File: src/rtl/apb_iic_master_regs_fifo.sv
// APB register file for the IIC master: config registers, byte-wide TX/RX FIFOs, sticky W1C interrupts.
// Define IICM_FIFO_THRESH_EN to add FIFO level thresholds (reg 0x30, INT_RAW bits 8/9).

module apb_iic_master_regs_fifo #(
    parameter int FIFO_DEPTH = 8,
    localparam int CNT_W = $clog2(FIFO_DEPTH + 1)
) (
    input  logic        pclk,
    input  logic        prstn,
    input  logic        i_psel,
    input  logic        i_penable,
    input  logic        i_pwrite,
    input  logic [23:0] i_paddr,
    input  logic [31:0] i_pwdata,
    output logic [31:0] o_prdata,
    output logic        o_pready,
    input  logic        i_core_busy,
    input  logic        i_ev_done,
    input  logic        i_ev_timeout,
    input  logic        i_ev_nstop,
    input  logic        i_ev_nack,
    input  logic        i_tx_pop,
    output logic [7:0]  o_tx_data,
    output logic        o_tx_empty,
    input  logic        i_rx_push,
    input  logic [7:0]  i_rx_data,
    output logic [7:0]  o_slave_addr,
    output logic [7:0]  o_nword,
    output logic [3:0]  o_cmd,
    output logic        o_cmd_valid,
    output logic [15:0] o_time_out,
    output logic [15:0] o_clk_div,
    output logic        o_clk_en,
    output logic        o_clk_str_en,
    output logic        o_last_ack_en,
    output logic        o_irq
);

    localparam int PTR_W = $clog2(FIFO_DEPTH);
`ifdef IICM_FIFO_THRESH_EN
    localparam int INT_W = 10;
`else
    localparam int INT_W = 8;
`endif

    logic [7:0]       r_slave_addr, r_nword;
    logic [3:0]       r_cmd;
    logic             r_cmd_valid;
    logic [15:0]      r_time_out, r_clk_div;
    logic             r_clk_en, r_clk_str_en, r_last_ack_en;
    logic             r_tx_flush, r_rx_flush;
    logic [INT_W-1:0] r_int_raw, r_int_en;
    logic             r_irq;
    logic [31:0]      r_prdata;

    logic [7:0]       r_tx_mem [FIFO_DEPTH];
    logic [7:0]       r_rx_mem [FIFO_DEPTH];
    logic [PTR_W-1:0] r_tx_wp, r_tx_rp, r_rx_wp, r_rx_rp;
    logic [CNT_W-1:0] r_tx_cnt, r_rx_cnt;

    logic             w_setup, w_wr, w_rd;
    logic             w_tx_empty, w_tx_full, w_rx_empty, w_rx_full;
    logic             w_tx_push_req, w_tx_push_ok, w_tx_pop_ok, w_tx_ovf;
    logic             w_rx_pop_req, w_rx_pop_ok, w_rx_push_ok, w_rx_ovf, w_rx_udf;
    logic             w_cmd_err;
    logic [5:0]       w_tx_cnt6, w_rx_cnt6;
    logic [INT_W-1:0] w_int_set, w_int_clr;
    logic [31:0]      w_rdata;

    assign w_setup = i_psel & ~i_penable;
    assign w_wr    = w_setup & i_pwrite;
    assign w_rd    = w_setup & ~i_pwrite;

    assign w_tx_empty = (r_tx_cnt == '0);
    assign w_tx_full  = (r_tx_cnt == CNT_W'(FIFO_DEPTH));
    assign w_rx_empty = (r_rx_cnt == '0);
    assign w_rx_full  = (r_rx_cnt == CNT_W'(FIFO_DEPTH));
    assign w_tx_cnt6  = 6'(r_tx_cnt);
    assign w_rx_cnt6  = 6'(r_rx_cnt);

    // A pending flush wins over any push/pop in the same cycle.
    assign w_tx_pop_ok   = i_tx_pop & ~w_tx_empty & ~r_tx_flush;
    assign w_tx_push_req = w_wr & (i_paddr == 24'h18) & ~r_tx_flush;
    assign w_tx_push_ok  = w_tx_push_req & (~w_tx_full | w_tx_pop_ok);
    assign w_tx_ovf      = w_tx_push_req & ~w_tx_push_ok;

    assign w_rx_pop_req = w_rd & (i_paddr == 24'h1C);
    assign w_rx_pop_ok  = w_rx_pop_req & ~w_rx_empty & ~r_rx_flush;
    assign w_rx_udf     = w_rx_pop_req & w_rx_empty;
    assign w_rx_push_ok = i_rx_push & ~r_rx_flush & (~w_rx_full | w_rx_pop_ok);
    assign w_rx_ovf     = i_rx_push & ~r_rx_flush & ~w_rx_push_ok;

    assign w_cmd_err = w_wr & (i_paddr == 24'h08) & i_core_busy;
    assign w_int_clr = (w_wr && i_paddr == 24'h24) ? i_pwdata[INT_W-1:0] : '0;

`ifdef IICM_FIFO_THRESH_EN
    logic [5:0] r_tx_th, r_rx_th;
    logic       r_tx_lvl_d, r_rx_lvl_d;
    logic       w_tx_lvl, w_rx_lvl;

    assign w_tx_lvl = (int'(r_tx_cnt) <= int'(r_tx_th));
    assign w_rx_lvl = (r_rx_th != '0) && (int'(r_rx_cnt) >= int'(r_rx_th));

    // Level history resets to the post-reset level so reset itself raises no edge.
    always_ff @(posedge pclk or negedge prstn) begin
        if (!prstn) begin
            r_tx_th    <= '0;
            r_rx_th    <= '0;
            r_tx_lvl_d <= 1'b1;
            r_rx_lvl_d <= 1'b0;
        end else begin
            r_tx_lvl_d <= w_tx_lvl;
            r_rx_lvl_d <= w_rx_lvl;
            if (w_wr && i_paddr == 24'h30) begin
                r_tx_th <= i_pwdata[5:0];
                r_rx_th <= i_pwdata[13:8];
            end
        end
    end
`endif

    always_comb begin
        w_int_set    = '0;
        w_int_set[0] = i_ev_nack;
        w_int_set[1] = i_ev_nstop;
        w_int_set[2] = i_ev_timeout;
        w_int_set[3] = i_ev_done;
        w_int_set[4] = w_tx_ovf;
        w_int_set[5] = w_rx_ovf;
        w_int_set[6] = w_rx_udf;
        w_int_set[7] = w_cmd_err;
`ifdef IICM_FIFO_THRESH_EN
        w_int_set[8] = w_tx_lvl & ~r_tx_lvl_d;
        w_int_set[9] = w_rx_lvl & ~r_rx_lvl_d;
`endif
    end

    always_comb begin
        w_rdata = '0;
        case (i_paddr)
            24'h00: w_rdata = {24'h0, r_slave_addr};
            24'h04: w_rdata = {24'h0, r_nword};
            24'h0C: w_rdata = {16'h0, r_time_out};
            24'h10: w_rdata = {28'h0, r_rx_flush, r_tx_flush, r_last_ack_en, r_clk_str_en};
            24'h14: w_rdata = {16'h0, r_clk_div};
            24'h1C: if (!w_rx_empty) w_rdata = {24'h0, r_rx_mem[r_rx_rp]};
            24'h20: w_rdata = {10'h0, w_rx_cnt6, 2'b0, w_tx_cnt6, 4'h0,
                               w_rx_full, w_rx_empty, w_tx_full, w_tx_empty};
            24'h24: w_rdata = 32'(r_int_raw);
            24'h28: w_rdata = 32'(r_int_en);
            24'h2C: w_rdata = 32'(r_int_raw & r_int_en);
`ifdef IICM_FIFO_THRESH_EN
            24'h30: w_rdata = {18'h0, r_rx_th, 2'b0, r_tx_th};
`endif
            24'h38: w_rdata = {31'h0, r_clk_en};
            default: w_rdata = '0;
        endcase
    end

    always_ff @(posedge pclk or negedge prstn) begin
        if (!prstn) begin
            r_slave_addr  <= 8'h0F;
            r_nword       <= 8'h0F;
            r_cmd         <= '0;
            r_cmd_valid   <= 1'b0;
            r_time_out    <= '0;
            r_clk_div     <= 16'h0010;
            r_clk_en      <= 1'b0;
            r_clk_str_en  <= 1'b0;
            r_last_ack_en <= 1'b0;
            r_tx_flush    <= 1'b0;
            r_rx_flush    <= 1'b0;
            r_int_raw     <= '0;
            r_int_en      <= '0;
            r_irq         <= 1'b0;
            r_prdata      <= '0;
        end else begin
            r_cmd_valid <= 1'b0;
            r_tx_flush  <= 1'b0;
            r_rx_flush  <= 1'b0;
            r_int_raw   <= (r_int_raw & ~w_int_clr) | w_int_set;
            r_irq       <= |(r_int_raw & r_int_en);
            if (w_rd) r_prdata <= w_rdata;
            if (w_wr) begin
                case (i_paddr)
                    24'h00: r_slave_addr <= i_pwdata[7:0];
                    24'h04: r_nword      <= i_pwdata[7:0];
                    24'h08: if (!i_core_busy) begin
                        r_cmd       <= i_pwdata[3:0];
                        r_cmd_valid <= 1'b1;
                    end
                    24'h0C: r_time_out <= i_pwdata[15:0];
                    24'h10: begin
                        r_clk_str_en  <= i_pwdata[0];
                        r_last_ack_en <= i_pwdata[1];
                        r_tx_flush    <= i_pwdata[2];
                        r_rx_flush    <= i_pwdata[3];
                    end
                    24'h14: r_clk_div <= i_pwdata[15:0];
                    24'h28: r_int_en  <= i_pwdata[INT_W-1:0];
                    24'h38: r_clk_en  <= i_pwdata[0];
                    default: ;
                endcase
            end
        end
    end

    always_ff @(posedge pclk or negedge prstn) begin
        if (!prstn) begin
            r_tx_wp  <= '0;
            r_tx_rp  <= '0;
            r_tx_cnt <= '0;
            r_rx_wp  <= '0;
            r_rx_rp  <= '0;
            r_rx_cnt <= '0;
        end else begin
            if (r_tx_flush) begin
                r_tx_wp  <= '0;
                r_tx_rp  <= '0;
                r_tx_cnt <= '0;
            end else begin
                if (w_tx_push_ok) r_tx_wp <= r_tx_wp + PTR_W'(1);
                if (w_tx_pop_ok)  r_tx_rp <= r_tx_rp + PTR_W'(1);
                r_tx_cnt <= r_tx_cnt + CNT_W'(w_tx_push_ok) - CNT_W'(w_tx_pop_ok);
            end
            if (r_rx_flush) begin
                r_rx_wp  <= '0;
                r_rx_rp  <= '0;
                r_rx_cnt <= '0;
            end else begin
                if (w_rx_push_ok) r_rx_wp <= r_rx_wp + PTR_W'(1);
                if (w_rx_pop_ok)  r_rx_rp <= r_rx_rp + PTR_W'(1);
                r_rx_cnt <= r_rx_cnt + CNT_W'(w_rx_push_ok) - CNT_W'(w_rx_pop_ok);
            end
        end
    end

    always_ff @(posedge pclk) begin
        if (w_tx_push_ok) r_tx_mem[r_tx_wp] <= i_pwdata[7:0];
        if (w_rx_push_ok) r_rx_mem[r_rx_wp] <= i_rx_data;
    end

    assign o_prdata      = r_prdata;
    assign o_pready      = 1'b1;
    assign o_tx_data     = r_tx_mem[r_tx_rp];
    assign o_tx_empty    = w_tx_empty;
    assign o_slave_addr  = r_slave_addr;
    assign o_nword       = r_nword;
    assign o_cmd         = r_cmd;
    assign o_cmd_valid   = r_cmd_valid;
    assign o_time_out    = r_time_out;
    assign o_clk_div     = r_clk_div;
    assign o_clk_en      = r_clk_en;
    assign o_clk_str_en  = r_clk_str_en;
    assign o_last_ack_en = r_last_ack_en;
    assign o_irq         = r_irq;

endmodule
File: config.mk
export PLATFORM = sky130hd
export DESIGN_NAME = apb_iic_master_regs_fifo
export DESIGN_NICKNAME = d
export VERILOG_FILES = /design/src/rtl/apb_iic_master_regs_fifo.sv
export SDC_FILE = /design/constraint.sdc
export NUM_CORES = 1
export LEC_CHECK = 0
export ABC_AREA = 1
export CAP_MARGIN = 5
export CELL_PAD_IN_SITES_DETAIL_PLACEMENT = 2
export CELL_PAD_IN_SITES_GLOBAL_PLACEMENT = 2
export CORE_ASPECT_RATIO = 1.75
export CORE_UTILIZATION = 34
export DETAILED_ROUTE_END_ITERATION = 16
export PLACE_DENSITY_LB_ADDON = 0.1
export SYNTH_ARGS = -nofsm -noshare
export SYNTH_HDL_FRONTEND = slang
export SYNTH_SLANG_ARGS = --single-unit
File: constraint.sdc
create_clock -name pclk -period 3 [get_ports pclk]
set_input_delay 0.6 -clock pclk [delete_from_list [all_inputs] [get_ports pclk]]
set_output_delay 0.6 -clock pclk [all_outputs]
set_load 0.1 [all_outputs]
======== Word-level counts from Yosys, hierarchy flattened ========
Memories as Yosys holds them, arrays and structs flattened.
Index checks and enable logic that the tools add are counted.
storage, ports and cells
  register bits after elaboration ......... 127
  input bits .............................. 76
  bits in writable memories ............... 128
  word-level logic and storage cells ...... 122
  memories kept ........................... 2
  output and inout bits ................... 99
operators by class
  reductions and logical operators ........ 17
  $add $sub $neg .......................... 8
  bitwise logic cells ..................... 36
  mux-type cells .......................... 24
  eq/ne operators ......................... 14
memories
  memory    words  width  read ports  clocked after memory_dff  write ports  RTL line  text
  r_rx_mem  8      8      1           0                         1            57        logic [7:0] r_rx_mem [FIFO_DEPTH];
  r_tx_mem  8      8      1           0                         1            56        logic [7:0] r_tx_mem [FIFO_DEPTH];
operators with widths
  kind                   number
  $pmux W20 S11          1
  $eq A24 B6 Y1 const B  5
  $eq A24 B5 Y1 const B  4
  $eq A24 B4 Y1 const B  2
  $and A8 B8 Y8          3
  $eq A24 B3 Y1 const B  1
  $logic_not A24 Y1      1
  $mux W3                8
  $and A1 B1 Y1          18
  $mux W8                2
  $reduce_and A2 Y1      7
  $add A3 B1 Y3 const B  4
  $mux W1                11
  $not A1 Y1             11
  $add A4 B1 Y4          2
  $eq A4 B4 Y1 const B   2
  $logic_not A4 Y1       2
  $mux W4                2
  $not A8 Y8             1
  $or A8 B8 Y8           1
  $reduce_bool A2 Y1     4
  $reduce_or A8 Y1       1
  $sub A4 B1 Y4          2
  $reduce_and A3 Y1      1
  other kinds (2)        3

======== Logic depth before layout (Yosys ltp) ========
Gate-level depths: netlist (run 1).
  word-level depth ........................ 11
  mapped depth ............................ 16
  gate-level depth less buffers ........... 16

======== Least setup slack after synthesis (run 1) ========
Ideal clock, no wire load.
  path type ............................... register -> register
  start point ............................. register r_tx_cnt[2]
  end point ............................... register r_tx_cnt[2]
  path buffers ............................ 0
  stages on the path, launching flop included .. 13
  library setup time ...................... 0.123 ns
  clock period less this slack ............ 4.493 ns
  slack ................................... -1.493 ns
  data arrival time ....................... 4.370 ns
  data required time ...................... 2.877 ns
  cells stage by stage .................... dfrtp_1 inv_1 ha_1 nor3b_1 nor2_1 nand2_1 inv_1 ha_1 inv_1 ha_1 fa_1 o21ai_0 a21oi_1
on the way
  word-level cells in the longest chain between the ends .. 9
  elaborated cells between the ends (all ways) .. 11
  those cells by class .................... add/sub: 2; eq/ne: 1; mux: 1; bitwise: 6; reduce/logical: 1
ends and longest elaborated chain
  element                        RTL line  text
  start: declaration             59        logic [CNT_W-1:0] r_tx_cnt, r_rx_cnt;
  start signal: assignment       224       r_tx_cnt <= r_tx_cnt + CNT_W'(w_tx_push_ok) - CNT_W'(w_tx_pop_ok);
  $logic_not A4 Y1 *             74        assign w_tx_empty = (r_tx_cnt == '0);
  net o_tx_empty                 24        output logic o_tx_empty,
  $not A1 Y1 *                   82        assign w_tx_pop_ok = i_tx_pop & ~w_tx_empty & ~r_tx_flush;
  $and A1 B1 Y1 * (2 in series)  82
  $or A1 B1 Y1                   84        assign w_tx_push_ok = w_tx_push_req & (~w_tx_full | w_tx_pop_ok);
  $and A1 B1 Y1                  84
  $add A4 B1 Y4                  224
  $sub A4 B1 Y4 *                224
  $mux W4 *                      217       if (r_tx_flush) begin
The timed path passes the listed nets; every way through them passes the cells marked *.
A chain may end at the register's enable or synchronous reset.

======== Worst setup path in the final report (run 1) ========
  start point ............................. input i_paddr[4]
  end point ............................... register r_rx_cnt[2]
on the way
  word-level cells in the longest chain between the ends .. 9
ends and longest elaborated chain
  element                        RTL line  text
  start: declaration             13        input logic [23:0] i_paddr,
  $eq A24 B5 Y1 *                87        assign w_rx_pop_req = w_rd & (i_paddr == 24'h1C);
  $and A1 B1 Y1 *                87
  $and A1 B1 Y1 * (2 in series)  88        assign w_rx_pop_ok = w_rx_pop_req & ~w_rx_empty & ~r_rx_flush;
  $or A1 B1 Y1                   90        assign w_rx_push_ok = i_rx_push & ~r_rx_flush & (~w_rx_full | w_rx_pop_ok);
  $and A1 B1 Y1                  90
  $add A4 B1 Y4                  233       r_rx_cnt <= r_rx_cnt + CNT_W'(w_rx_push_ok) - CNT_W'(w_rx_pop_ok);
  $sub A4 B1 Y4 *                233
  $mux W4 *                      226       if (r_rx_flush) begin
  end signal: assignment         233
  end: declaration               59
Mark *: on every way between the ends. The rest lies on a longest branch, timed or not.

==> results of run 1 <==
-- worst max path at each step --
stage	to	slack (ns)	cells past startpoint
floorplan	r_tx_cnt[2]$_DFF_PN0_	0.04	12
global placement	r_rx_cnt[2]$_DFF_PN0_	-0.31	16
detailed placement	r_rx_cnt[2]$_DFF_PN0_	-0.35	16
CTS	o_tx_data[5]	0.05	7
global route	r_rx_cnt[2]$_DFF_PN0_	0.003	16
finish	r_rx_cnt[2]$_DFF_PN0_	0.19	16
-- cell type report --
cell class	instances	share of cell area, %
sequential	243	46.82
multi-input combinational	780	26.96
timing repair buffer	233	14.07
clock buffer	33	4.707
tap	400	3.480
inverter	112	2.949
clock inverter	12	1.001
antenna	1	0.01740
-- per-stage QoR --
step / area, µm² / util (%) / cells / hold WS (ns) / worst slack [ns]
2_1_floorplan: 11330 / - / 1193 / 0.3044 / 0.03715
3_3_place_gp: 13540 / 41.89 / 1768 / 0.4656 / -0.3086
3_5_place_dp: 13540 / 41.89 / 1768 / 0.4781 / -0.3504
4_1_cts: 14360 / 44.43 / 1813 / 0.06951 / 0.04966
5_1_grt: 14380 / 44.48 / 1813 / 0.09258 / 0.003319
6_report: 14380 / 44.48 / 1814 / 0.06261 / 0.1862
-- kinds of logic (layout without fill, tap and decap cells) --
kind of cell / count (synthesis) / count (layout) / synth area share [%]
AOI/OAI and AO/OA: 202 / 202 / 9.618
other: 2 / 14 / 0.06689
adders and majority gates: 18 / 18 / 2.140
xor gates and xnor gates: 1 / 1 / 0.07803
buffers and inverters: 170 / 390 / 6.520
and+or+nand+nor: 546 / 546 / 21.61
DFF: 243 / 243 / 59.97
-- cells in the final DEF, fill, tap and decap left out, drive strengths merged --
master	instances
nand2	287
buf	175
o21ai	151
nor2	147
edfxtp	128
inv	108
dfrtp	106
nand3	63
clkdlybuf4s50	58
clkbuf	33
nand4	30
a21oi	16
ha	16
conb	13
nor3	13
dfstp	9
a31oi	9
clkinv	9
o22ai	8
o31ai	6
clkinvlp	4
a22oi	4
nor3b	4
o21bai	3
bufinv	3
a21o	2
fa	2
diode	1
a41oi	1
o21a	1
xor2	1
or2	1
o41ai	1
or4	1
-- power by group --
part           internal [mW]  switching [mW]
clock network           1.85            1.34
logic                  0.972            1.98
registers               3.75           0.122
-- what timing repair did --
item,in CTS,in global routing
hold buffers,0,0
endpoints found under the hold margin,0,0
endpoints found under the setup margin,0,3
gates resized for setup,0,3
-- state kept, by name, indices dropped and copies added (netlist names), 8 cells and up --
name,flops
o_clk_div,16
o_slave_addr,8
r_rx_mem,64
o_nword,8
o_prdata,20
r_int_raw,8
r_tx_mem,64
r_int_en,8
o_time_out,16
-- metal layers --
metal  global-route usage [%]  share of wire [%]  routed length (µm)  up-vias
met2                    44.32                 56               21020      166
met1                    24.13                 38               14100     4722
li1                         -                  -                   -     4348
met4                    9.281                3.4                1285        0
met3                    2.767                3.1                1163       62
met5                        0                  0                   0        -
==> results.toml, run 1 <==
[critical_path]
regToRegEndpoint = "r_tx_mem[0][5]$_DFFE_PP_"
cp_data_required_time_ns = 3.41
cp_max_fo = 2
slowest_stage = "clkdlybuf4s50_1"
critPathKind = "in2reg"
crit_chain = "clkdlybuf4s50_1 > inv_2 > nor2_2 > nand2_2 > nor2_2 > nand3_4 > nor2_4 > nand3_2 > nand2_4 > nand3_4 > ha_1 > inv_1 > ha_1 > fa_1 > o21ai_0 > a21oi_1"
crit_start = "i_paddr[4]"
rr_startpoint = "r_tx_cnt[3]$_DFF_PN0_"
worst_path_dominant_cell_family = "adder cells"
crit_buf_inv = 3
startpoint_type = "primary input"
ff2ff_setup_slack_ns = 0.30
critPathArrivalTime_ns = 3.22
rr_worst_depth = 11
slowest_delay_ns = 0.49
crit_path_end_kind = "register"

[die]
io_pins = 175
die_width_um = 139.4
die_y_um = 242.4
coreArea_um2 = 32330
num_rows = 87
die-area_um2 = 33780
initial_core_util_pct = 34.73

[clocking]
cts_inserted_buffers = 25
cts_setup_buffers = 0
cts_tree = "yes"
clk_pin_slew_worst_paths_ns = 0.06
clockRootBuffer = "clkbuf_16"
cts.sinks = 243
worstSkewPairLatency_ns = 0.53
htree_levels = 1
cts_buffer_depth = 3

[yosys]
synthCells = 1182
synth_edf_count = 128
seq_area_frac_synth_pct = 59.97
avgSynthCellArea_um2 = 9.498
synth_area_um2 = 11230
synth_area_leaders = "edfxtp_1 (34%), dfrtp_1 (24%), nand2_1 (9.4%), o21ai_0 (5.6%), nor2_1 (4.3%)"
async_flop_share_pct = 47.33
synth-main-ff-cell = "edfxtp_1"
yosysWarnings = 0
synth_top_area_share_pct = 34.24
synth_cell_types = 42
synth_commonest_cells = "nand2_1 (281), nor2_1 (130), edfxtp_1 (128)"
yosysMostFrequentCell = "nand2_1"
synth.largest_area_cell = "edfxtp_1"
synth_seq_cells = 243

[timing]
hold_viol_final = 0
fin_tns_setup_ns = 0
period_needed_ns = 2.814
period_share_pct = 93.79
clock_skew_ns = 0.01311
max_freq_mhz = 355.4
slew_viol_final = 0
setup_viol = 0
worstMarginPinSlew_ns = 0.9657
relSlewSlack_pct = 35.55
rsz0062_at_grt = "no"

[grt]
grt_max_degree = 45
grt_first_pass_wirelength_um = 58660
grt_antenna_before_repair = 1
grt-ovfl-total = 0
grt_usage_pct = 22.70
grt_pass1_vias = 10420

[routing]
wl_per_cell_um = 20.71
vias = 9298
drtAntennaViolNets = 0
drt_iter0_drc = 264
avgViaCountPerCell = 5.126
dr.pass1.iters = 4
routed_wirelength_um = 37570
drc = 0

[cells_and_area]
nFillCells = 3518
drive_above_1_share_pct = 19.25
regArea_um2 = 6733
multi_input_area_um2 = 3877
nNetsFinal = 1489
syn2layout_area_growth_pct = 28.10

[power_and_ir_drop]
irDropWorstVdd_v = 0.0003951
total_power_mw = 10.02
pwr_density_cell_nw_per_um2 = 696.4
leakagePower_nw = 6.325

[placement]
gp_congestion = 0.7971
portBuffers = 145
hpwl_um = 27950

[outcome]
outcome = "completed"

[hold_path]
hp-class = "in2async"

[flow_run]
max-cap-violations = 0
Power figures use the tool's default switching activity.
==> run 2, diff against run 1 <==
- CORE_MARGIN: unset -> 8
==> run 2 against run 1 <==
Total power down 0.41%; critical path type unchanged; clock skew down 0.0046 ns; routed wire length up 3.7%; clock power down 2%; worst hold slack better by 0.026 ns; combinational power about the same; first-iteration DRC count up 8.0%; die area up 16%; via count up 0.48%.
==> results.toml, run 2 (synthesis gave the netlist of run 1 again) <==
[die]
die-area_um2 = 39320
die_width_um = 153.4
io_pins = 175
num_rows = 88
initial_core_util_pct = 34.22
die_y_um = 256.4
coreArea_um2 = 32810

[timing]
hold_viol_final = 0
rsz0062_at_grt = "no"
fin_tns_setup_ns = 0
setup_viol = 0
max_freq_mhz = 355.3
period_share_pct = 93.83
period_needed_ns = 2.815
relSlewSlack_pct = 36.15
slew_viol_final = 0
worstMarginPinSlew_ns = 0.9567
worst_slack_ns = 0.1852
clock_skew_ns = 0.008538

[routing]
drt_iter0_drc = 285
routed_wirelength_um = 38940
vias = 9343
avgViaCountPerCell = 5.128
wl_per_cell_um = 21.37
drc = 0
dr.pass1.iters = 4
drtAntennaViolNets = 0

[flow_run]
max-cap-violations = 0

[power_and_ir_drop]
irDropWorstVdd_v = 0.0003614
total_power_mw = 9.974
leakagePower_nw = 6.341
pwr_density_cell_nw_per_um2 = 692.1

[cells_and_area]
final_common_cell = "nand2_1"
nNetsFinal = 1492
drive_above_1_share_pct = 19.48
nFillCells = 3624
syn2layout_area_growth_pct = 28.35
layout_common_cells = "nand2_1 (281), buf_4 (168), nor2_1 (130), edfxtp_1 (128), o21ai_0 (126)"
antenna_cells = 0

[clocking]
clockRootBuffer = "clkbuf_16"
cts_buffer_depth = 3
cts.sinks = 243
htree_levels = 1
cts_hold_buffers = 0
cts_tree = "yes"
worstSkewPairLatency_ns = 0.53
cts_inserted_buffers = 25
clk_pin_slew_worst_paths_ns = 0.06

[hold_path]
hp-class = "in2async"

[critical_path]
cp_data_required_time_ns = 3.41
critical_path.endpoint = "r_rx_cnt[2]$_DFF_PN0_"
startpoint_type = "primary input"
crit_start = "i_paddr[4]"
critPathArrivalTime_ns = 3.23
rr_worst_depth = 13
regToRegEndpoint = "r_tx_cnt[2]$_DFF_PN0_"
crit_path_end_kind = "register"
rr_startpoint = "r_tx_cnt[2]$_DFF_PN0_"
critPathKind = "in2reg"
cp_max_fo = 2
ff2ff_setup_slack_ns = 0.31

[placement]
portBuffers = 145
hpwl_um = 29210
dp_slack_ns = -0.4391
gp_congestion = 0.7943

[grt]
grt-ovfl-total = 0
grt_pass1_vias = 10830
grt_max_degree = 54
grt_antenna_before_repair = 0
grt_usage_pct = 19.90
grt_first_pass_wirelength_um = 61570

[outcome]
outcome = "completed"
[run 2: changes by cell type in the layout (fill, tap and decap cells not counted)]
| cell | change |
|---|---|
| clkbuf_4 | -3 |
| bufinv_16 | -1 |
| clkbuf_8 | +3 |
| diode_2 | -1 |
| buf_4 | +4 |
| nor3_1 | -1 |
| buf_6 | -1 |
| inv_6 | +1 |
| clkbuf_1 | +1 |
| nor3_2 | +1 |
[run 2: area by class of cell]
class | instances | area [µm²] | share of cell area, %
clock buffer | 34 | 699.4 | 4.854
tap | 405 | 506.7 | 3.517
inverter | 112 | 424.2 | 2.943
clock inverter | 12 | 122.6 | 0.8509
timing repair buffer | 236 | 2042 | 14.17
sequential | 243 | 6733 | 46.72
multi-input combinational | 780 | 3882 | 26.94
[run 2: critical path, stage by stage]
cell and delay, ns:
clkdlybuf4s50_1 0.50, inv_2 0.06, nor2_2 0.11, nand2_2 0.07, nor2_2 0.14, nand3_4 0.14
nor2_4 0.13, nand3_2 0.10, nand2_4 0.09, nand3_4 0.06, ha_1 0.30, inv_1 0.04
ha_1 0.21, fa_1 0.43, o21ai_0 0.18, a21oi_1 0.07
[run 2: timing repair]
| action | CTS | global route |
|---|---|---|
| gates resized for setup | 0 | 2 |
| hold endpoints to repair | 0 | 0 |
| setup buffers | 0 | 0 |
| setup endpoints to repair | 0 | 5 |
[run 2: per-layer routing]
| metal | up-vias | share of wire, % | global-route usage, % |
|---|---|---|---|
| met4 | 0 | 2.7 | 6.342 |
| li1 | 4358 | - | - |
| met5 | - | 0 | 0 |
| met3 | 49 | 3.2 | 2.712 |
| met1 | 4781 | 37 | 20.94 |
| met2 | 155 | 57 | 39.48 |
[run 2: per-stage QoR]
stage / area [µm²] / hold WS [ns] / std cells / utilization, %
6_report: 14410 / 0.08861 / 1822 / 43.92
5_1_grt: 14410 / 0.1152 / 1822 / 43.92
4_1_cts: 14400 / 0.08981 / 1822 / 43.88
3_5_place_dp: 13580 / 0.4760 / 1776 / 41.38
3_3_place_gp: 13580 / 0.4692 / 1776 / 41.38
2_1_floorplan: 11330 / 0.3044 / 1193 / -
[run 2: worst min-delay path by stage]
| stage | start | endpoint | slack [ns] |
|---|---|---|---|
| after CTS | prstn | o_prdata[13]$_DFFE_PN0P_ | 0.09 |
| after global routing | prstn | o_prdata[13]$_DFFE_PN0P_ | 0.12 |
| after floorplan | prstn | o_clk_div[0]$_DFFE_PN0P_ | 0.30 |
| final | prstn | o_time_out[14]$_DFFE_PN0P_ | 0.09 |
| after detailed placement | o_prdata[6]$_DFFE_PN0P_ | o_prdata[6]$_DFFE_PN0P_ | 0.48 |
| after global placement | o_prdata[19]$_DFFE_PN0P_ | o_prdata[19]$_DFFE_PN0P_ | 0.47 |
[run 2: power by group]
group          total [mW]  internal, mW  switching [mW]
clock                3.14          1.81            1.33
combinational        2.95         0.976            1.98
sequential           3.88          3.75           0.126
total                9.97          6.54            3.44
